File: src/rtl/cu_fsm_wait_if.sv
// Control-unit boundary: instruction/interrupt inputs and datapath enables.
// master = control unit side, slave = datapath/CSR side.
interface cu_fsm_wait_if #(
  parameter int N_IRQ = 4
) ();
  logic [9:0]       IR;
  logic [N_IRQ-1:0] IRQ;
  logic             MIE;
  logic             PC_WRITE;
  logic             REG_WRITE;
  logic             MEM_WE2;
  logic             MEM_RDEN1;
  logic             MEM_RDEN2;
  logic             RESET;
  logic             CSR_WE;
  logic             INT_TAKEN;
  logic [3:0]       INT_ID;
  logic             ILLEGAL;

  modport master (
    input  IR, IRQ, MIE,
    output PC_WRITE, REG_WRITE, MEM_WE2, MEM_RDEN1, MEM_RDEN2,
           RESET, CSR_WE, INT_TAKEN, INT_ID, ILLEGAL
  );

  modport slave (
    output IR, IRQ, MIE,
    input  PC_WRITE, REG_WRITE, MEM_WE2, MEM_RDEN1, MEM_RDEN2,
           RESET, CSR_WE, INT_TAKEN, INT_ID, ILLEGAL
  );
endinterface

File: src/rtl/cu_fsm_wait.sv
// Multicycle Otter control unit: fetch/exec/load-writeback with MEM_LAT-cycle memory
// wait states, MIE-gated priority interrupts and illegal-opcode retirement as NOP.
module cu_fsm_wait #(
  parameter int MEM_LAT = 1,
  parameter int N_IRQ   = 4
) (
  input  logic           CLK,
  input  logic           RST,
  cu_fsm_wait_if.master  bus
);

  localparam int CW = (MEM_LAT > 1) ? $clog2(MEM_LAT) : 1;
  // Counter runs from MEM_LAT-2 down to 0, giving MEM_LAT-1 wait cycles.
  localparam logic [CW-1:0] WAIT_INIT = CW'((MEM_LAT > 1) ? (MEM_LAT - 2) : 0);

  localparam logic [6:0] OP_LUI    = 7'b0110111;
  localparam logic [6:0] OP_AUIPC  = 7'b0010111;
  localparam logic [6:0] OP_JAL    = 7'b1101111;
  localparam logic [6:0] OP_JALR   = 7'b1100111;
  localparam logic [6:0] OP_BRANCH = 7'b1100011;
  localparam logic [6:0] OP_LOAD   = 7'b0000011;
  localparam logic [6:0] OP_STORE  = 7'b0100011;
  localparam logic [6:0] OP_IMM    = 7'b0010011;
  localparam logic [6:0] OP_REG    = 7'b0110011;
  localparam logic [6:0] OP_SYS    = 7'b1110011;

  typedef enum logic [2:0] {
    S_INIT       = 3'd0,
    S_FETCH      = 3'd1,
    S_FETCH_WAIT = 3'd2,
    S_EXEC       = 3'd3,
    S_LOAD_WAIT  = 3'd4,
    S_WTBK       = 3'd5,
    S_INTR       = 3'd6
  } state_t;

  state_t        state;
  logic [CW-1:0] cnt;
  logic [3:0]    int_id;
  logic [3:0]    irq_first;
  logic          irq_pend;
  logic [6:0]    opcode;
  logic [2:0]    funct3;

  assign opcode   = bus.IR[6:0];
  assign funct3   = bus.IR[9:7];
  assign irq_pend = bus.MIE & (|bus.IRQ);
  assign bus.INT_ID = int_id;

  // Scan from the top so the lowest set line wins.
  always_comb begin
    irq_first = '0;
    for (int i = N_IRQ - 1; i >= 0; i--) begin
      if (bus.IRQ[i]) irq_first = 4'(i);
    end
  end

  always_ff @(posedge CLK or posedge RST) begin
    if (RST) begin
      state  <= S_INIT;
      cnt    <= '0;
      int_id <= '0;
    end else begin
      case (state)
        S_INIT: state <= S_FETCH;
        S_FETCH: begin
          if (MEM_LAT == 1) begin
            state <= S_EXEC;
          end else begin
            state <= S_FETCH_WAIT;
            cnt   <= WAIT_INIT;
          end
        end
        S_FETCH_WAIT: begin
          if (cnt == '0) state <= S_EXEC;
          else           cnt   <= cnt - CW'(1);
        end
        S_EXEC: begin
          if (opcode == OP_LOAD) begin
            if (MEM_LAT == 1) begin
              state <= S_WTBK;
            end else begin
              state <= S_LOAD_WAIT;
              cnt   <= WAIT_INIT;
            end
          end else if (irq_pend) begin
            state  <= S_INTR;
            int_id <= irq_first;
          end else begin
            state <= S_FETCH;
          end
        end
        S_LOAD_WAIT: begin
          if (cnt == '0) state <= S_WTBK;
          else           cnt   <= cnt - CW'(1);
        end
        S_WTBK: begin
          if (irq_pend) begin
            state  <= S_INTR;
            int_id <= irq_first;
          end else begin
            state <= S_FETCH;
          end
        end
        S_INTR:  state <= S_FETCH;
        default: state <= S_INIT;
      endcase
    end
  end

  always_comb begin
    bus.PC_WRITE  = 1'b0;
    bus.REG_WRITE = 1'b0;
    bus.MEM_WE2   = 1'b0;
    bus.MEM_RDEN1 = 1'b0;
    bus.MEM_RDEN2 = 1'b0;
    bus.RESET     = 1'b0;
    bus.CSR_WE    = 1'b0;
    bus.INT_TAKEN = 1'b0;
    bus.ILLEGAL   = 1'b0;
    case (state)
      S_INIT:  bus.RESET     = 1'b1;
      S_FETCH: bus.MEM_RDEN1 = 1'b1;
      S_EXEC: begin
        bus.PC_WRITE  = 1'b1;
        bus.REG_WRITE = 1'b1;
        case (opcode)
          OP_BRANCH: bus.REG_WRITE = 1'b0;
          OP_STORE: begin
            bus.MEM_WE2   = 1'b1;
            bus.REG_WRITE = 1'b0;
          end
          OP_LOAD: begin
            bus.MEM_RDEN2 = 1'b1;
            bus.PC_WRITE  = 1'b0;
            bus.REG_WRITE = 1'b0;
          end
          OP_SYS: begin
            if (funct3 != 3'b000) bus.CSR_WE    = 1'b1;
            else                  bus.REG_WRITE = 1'b0;
          end
          OP_LUI, OP_AUIPC, OP_JAL, OP_JALR, OP_IMM, OP_REG: ;
          default: begin
            bus.REG_WRITE = 1'b0;
            bus.ILLEGAL   = 1'b1;
          end
        endcase
      end
      S_WTBK: begin
        bus.PC_WRITE  = 1'b1;
        bus.REG_WRITE = 1'b1;
      end
      S_INTR: begin
        bus.INT_TAKEN = 1'b1;
        bus.PC_WRITE  = 1'b1;
      end
      default: ;
    endcase
  end

endmodule

File: src/flat_wrapper.sv
// flat-port wrapper written by rule: the top's interface ports become plain ports
module cu_fsm_wait_flat 
#(
  parameter int MEM_LAT = 1,
  parameter int N_IRQ   = 4
)
  (CLK, RST, bus_IR, bus_IRQ, bus_MIE, bus_PC_WRITE, bus_REG_WRITE, bus_MEM_WE2, bus_MEM_RDEN1, bus_MEM_RDEN2, bus_RESET, bus_CSR_WE, bus_INT_TAKEN, bus_INT_ID, bus_ILLEGAL);
  cu_fsm_wait_if #(.N_IRQ(N_IRQ)) bus_i ();
  input  logic CLK;
  input  logic RST;
  input wire logic [$bits(bus_i.IR)-1:0] bus_IR;
  input wire logic [$bits(bus_i.IRQ)-1:0] bus_IRQ;
  input wire logic [$bits(bus_i.MIE)-1:0] bus_MIE;
  output wire logic [$bits(bus_i.PC_WRITE)-1:0] bus_PC_WRITE;
  output wire logic [$bits(bus_i.REG_WRITE)-1:0] bus_REG_WRITE;
  output wire logic [$bits(bus_i.MEM_WE2)-1:0] bus_MEM_WE2;
  output wire logic [$bits(bus_i.MEM_RDEN1)-1:0] bus_MEM_RDEN1;
  output wire logic [$bits(bus_i.MEM_RDEN2)-1:0] bus_MEM_RDEN2;
  output wire logic [$bits(bus_i.RESET)-1:0] bus_RESET;
  output wire logic [$bits(bus_i.CSR_WE)-1:0] bus_CSR_WE;
  output wire logic [$bits(bus_i.INT_TAKEN)-1:0] bus_INT_TAKEN;
  output wire logic [$bits(bus_i.INT_ID)-1:0] bus_INT_ID;
  output wire logic [$bits(bus_i.ILLEGAL)-1:0] bus_ILLEGAL;
  assign bus_i.IR = bus_IR;
  assign bus_i.IRQ = bus_IRQ;
  assign bus_i.MIE = bus_MIE;
  assign bus_PC_WRITE = bus_i.PC_WRITE;
  assign bus_REG_WRITE = bus_i.REG_WRITE;
  assign bus_MEM_WE2 = bus_i.MEM_WE2;
  assign bus_MEM_RDEN1 = bus_i.MEM_RDEN1;
  assign bus_MEM_RDEN2 = bus_i.MEM_RDEN2;
  assign bus_RESET = bus_i.RESET;
  assign bus_CSR_WE = bus_i.CSR_WE;
  assign bus_INT_TAKEN = bus_i.INT_TAKEN;
  assign bus_INT_ID = bus_i.INT_ID;
  assign bus_ILLEGAL = bus_i.ILLEGAL;
  cu_fsm_wait #(.MEM_LAT(MEM_LAT), .N_IRQ(N_IRQ)) u_core (.CLK(CLK), .RST(RST), .bus(bus_i));
endmodule
File: config.mk
export PLATFORM = sky130hd
export DESIGN_NAME = cu_fsm_wait_flat
export DESIGN_NICKNAME = d
export VERILOG_FILES = /design/src/rtl/cu_fsm_wait_if.sv /design/src/rtl/cu_fsm_wait.sv /design/src/flat_wrapper.sv
export SDC_FILE = /design/constraint.sdc
export NUM_CORES = 1
export LEC_CHECK = 0
export ABC_CLOCK_PERIOD_IN_PS = 4200
export CAP_MARGIN = 40
export CORE_AREA = 2 2 39 41
export CTS_BUF_LIST = sky130_fd_sc_hd__clkbuf_8
export CTS_CLUSTER_DIAMETER = 30
export CTS_CLUSTER_SIZE = 14
export DETAILED_ROUTE_END_ITERATION = 8
export DIE_AREA = 0 0 41 43
export PLACE_DENSITY = 0.8
export SYNTH_ARGS = -nofsm -noshare
export SYNTH_HDL_FRONTEND = slang
export SYNTH_SLANG_ARGS = --single-unit
File: constraint.sdc
create_clock -name CLK -period 4.2 [get_ports CLK]
set_input_delay 0.84 -clock CLK [delete_from_list [all_inputs] [get_ports CLK]]
set_output_delay 0.84 -clock CLK [all_outputs]
set_load 0.05 [all_outputs]
==> impl_results.md <==
* Total GRT Usage at 16.2%
* Core Region at between 0.001 and 0.0015 sq mm
* #FFs+latches synth at 5
* Pwr Total at 532 uW
* Avg Inst Size Synth at 8.31 sq um
* Hold Vio Cnt, Final at 0
* WHS Path Cells at 1
* Initial Util at between 30% and 40%
* R2r endpoint: u_core.bus.INT_ID[1]
* Post-CTS resize count at 0
* Hpwl dp at 1000 um
* CTS Sinks at 5
* Synth area leaders: dfrtp_1 (24%), nor2_1 (5.8%), nand4bb_4 (5.3%), o41ai_4 (5.3%), mux2_1 (4.4%)
* Post-synthesis sequential area ratio at between 20% and 30%
* PD cells at between 600 and 700 mW/mm^2
* Worst Setup End Kind: primary output
* Drc violations at 0
* Antenna-violating nets left at 0
* Leakage at 0.312 nW
* Routed wire length at approximately 1200 um
* Cell area after synthesis at 515 sq um
* Reg-to-reg startpoint: u_core.state[1]
* Die H at ~43 um
* Endpoint, Worst Hold: u_core.bus.INT_ID[1]
* Initial DRC count at 3
* Sequential Area at roughly 130 sq um
* Syn Inst Count at a little over 60
* Total CTS buffers at 3
* First-pass GRT wire length at about 2000 um
* Congestion Overflow GR at 0
* Largest net degree at the start of global routing at 14
* # setup viols final at 0
* Worst path arrival time at just under 3 ns
* FP Rows at 14
* Clk_skew at roughly 0.0009 ns
* DR pass1 iterations at 2
* Startpoint Class: input port
* Reg2reg setup slack at 2.63 ns
* Routability congestion estimate at about 0.74
* Die width at slightly above 40 um
* Layout area overhead at 60.4%
* Vias at around 570
* Clk_lat worst skew at roughly 0.22 ns
* Post-CTS Hold Fix Bufs at 0
* CTS tree: yes
* Worst-path fanout max at 6
* Post-DR wirelength/cell at around 12 um
* H-tree levels at 1
* Vias per inst at roughly 5.4
* Vias in the first global route at around 540
* Worst EP required at around 3.4 ns
* Ys Warns at 0
* Synth top area share at about a quarter
* Reg2Reg Depth at 4
* Status: completed
* Final Cycle Share at about 89%
* Post-synthesis cell type count at 30
* Max_cap viols at 0
* # nets final at between 100 and 150
* Setup TNS at 0 ns
* Unrepaired setup endpoints after global routing: false
* Area of the multi-input gates at ~360 sq um
* Fillers at about 140
* Root buf cell: clkbuf_8
* Hold_ws at 0.479 ns
* Port Buf Inserts at 27
* Final Critical Period at 3.73 ns
* Tightest Hold Check Type: flop to flop
* Worst Tran Pin Value at 0.506 ns
* CTS clk-pin slew, worst paths at about 0.040 ns
* I/O pins at 30
* Leading area contributor after synthesis: dfrtp_1
* Peak supply drop at 0.295 mV
* Hold Path Origin: u_core.bus.INT_ID[1]
* Layout cells sized above 1 at under 10%
* Final Slew Violations at 0
* Max Fclk at approximately 270 MHz
* Die outline area at roughly 0.0018 sq mm
* Critical path type: input port to primary output
* Initial antenna violation count at 0
* Setup Fix Bufs, Post-CTS at 0
* Ant diodes at 0
* Worst rel slew slack at 66.2%
* CTS Buffer Depth at 2
-- worst max-delay path, stage by stage --
cell	delay, ns
clkdlybuf4s50_1	0.53
nand4bb_4	0.16
nor4_4	0.30
and4_2	0.27
clkdlybuf4s50_1	0.79
-- cell type report --
class                   count  share of cell area, %
repair buffers             27                   32.7
flip-flops and latches      5                   15.1
well taps                  16                   2.42
inverters                   3                   1.36
clock inverters             1                  0.454
multi-input cells          50                   43.0
clock buffers               3                   4.99
-- synthesized netlist by cell type --
master,count
nand4b_1,1
nand4bb_4,1
conb_1,1
a211oi_2,1
xor2_1,1
inv_1,3
o41ai_4,1
clkbuf_1,2
nand2b_1,2
nor3b_1,3
o211ai_1,1
a31oi_1,1
o21bai_1,1
nor3_1,4
nand4_1,1
dfrtp_1,5
mux2_1,2
buf_2,1
and4_2,1
nor2_1,8
xnor2_1,1
o21ai_0,3
and3_1,1
a21oi_1,4
nand3_1,2
o22ai_1,1
nand2_1,5
buf_4,2
o41a_1,1
nor4_4,1
-- cells in the final DEF, fill, tap and decap left out, types with 2 or more instances in the layout --
cell type / count
a21oi_1: 4
clkbuf_8: 3
clkdlybuf4s50_1: 27
conb_1: 2
dfrtp_1: 5
inv_1: 4
mux2_1: 2
nand2_1: 5
nand2b_1: 2
nand3_1: 2
nor2_1: 8
nor3_1: 4
nor3b_1: 3
o21ai_0: 3
-- where the power goes --
| part | total [mW] | internal, mW | switching, mW |
|---|---|---|---|
| Clock | 0.0850 | 0.0626 | 0.0224 |
| Combinational | 0.336 | 0.127 | 0.209 |
| Sequential | 0.111 | 0.0696 | 0.0418 |
-- state kept, by name, summed over array words and instances (netlist names) --
| register | cells |
|---|---|
| u_core.state | 3 |
| u_core.bus.INT_ID | 2 |
-- per-stage QoR --
stage          utilization, %  area [sq um]  instances  setup slack, ns
2_1_floorplan               -           519         63             1.11
3_3_place_gp             56.5           782        101            0.489
3_5_place_dp             56.5           782        101            0.451
4_1_cts                  59.8           827        105            0.448
5_1_grt                  59.8           827        105            0.370
6_report                 59.8           827        105            0.468
-- layer usage --
layer / GRT usage, % / up-vias / part of all wire (%)
met1: 14.8 / 262 / 36
met3: 2.09 / 0 / 6.6
li1: - / 279 / -
met4: 6.00 / 0 / 0
met2: 31.9 / 24 / 57
met5: 0 / - / 0
-- cell families after synthesis --
family	count (synthesis)	share of synthesized area, %
AOI/OAI and AO/OA	14	22.1
xor gates and xnor gates	2	3.40
buffers and inverters	8	7.52
DFF	5	24.3
muxes	2	4.37
other	1	0.727
and+or+nand+nor	30	37.6
-- how the worst max path moves through the flow --
stage | start | to | depth (start not counted)
5_1_grt | bus_IR[3] | bus_MEM_RDEN2 | 5
6_report | bus_IR[1] | bus_MEM_RDEN2 | 5
4_1_cts | bus_IR[1] | bus_MEM_RDEN2 | 5
3_5_place_dp | bus_IR[1] | bus_MEM_RDEN2 | 5
2_1_floorplan | bus_IR[4] | bus_ILLEGAL | 4
3_3_place_gp | bus_IR[3] | bus_MEM_RDEN2 | 5
No activity file was read; power rests on OpenSTA's default activity.
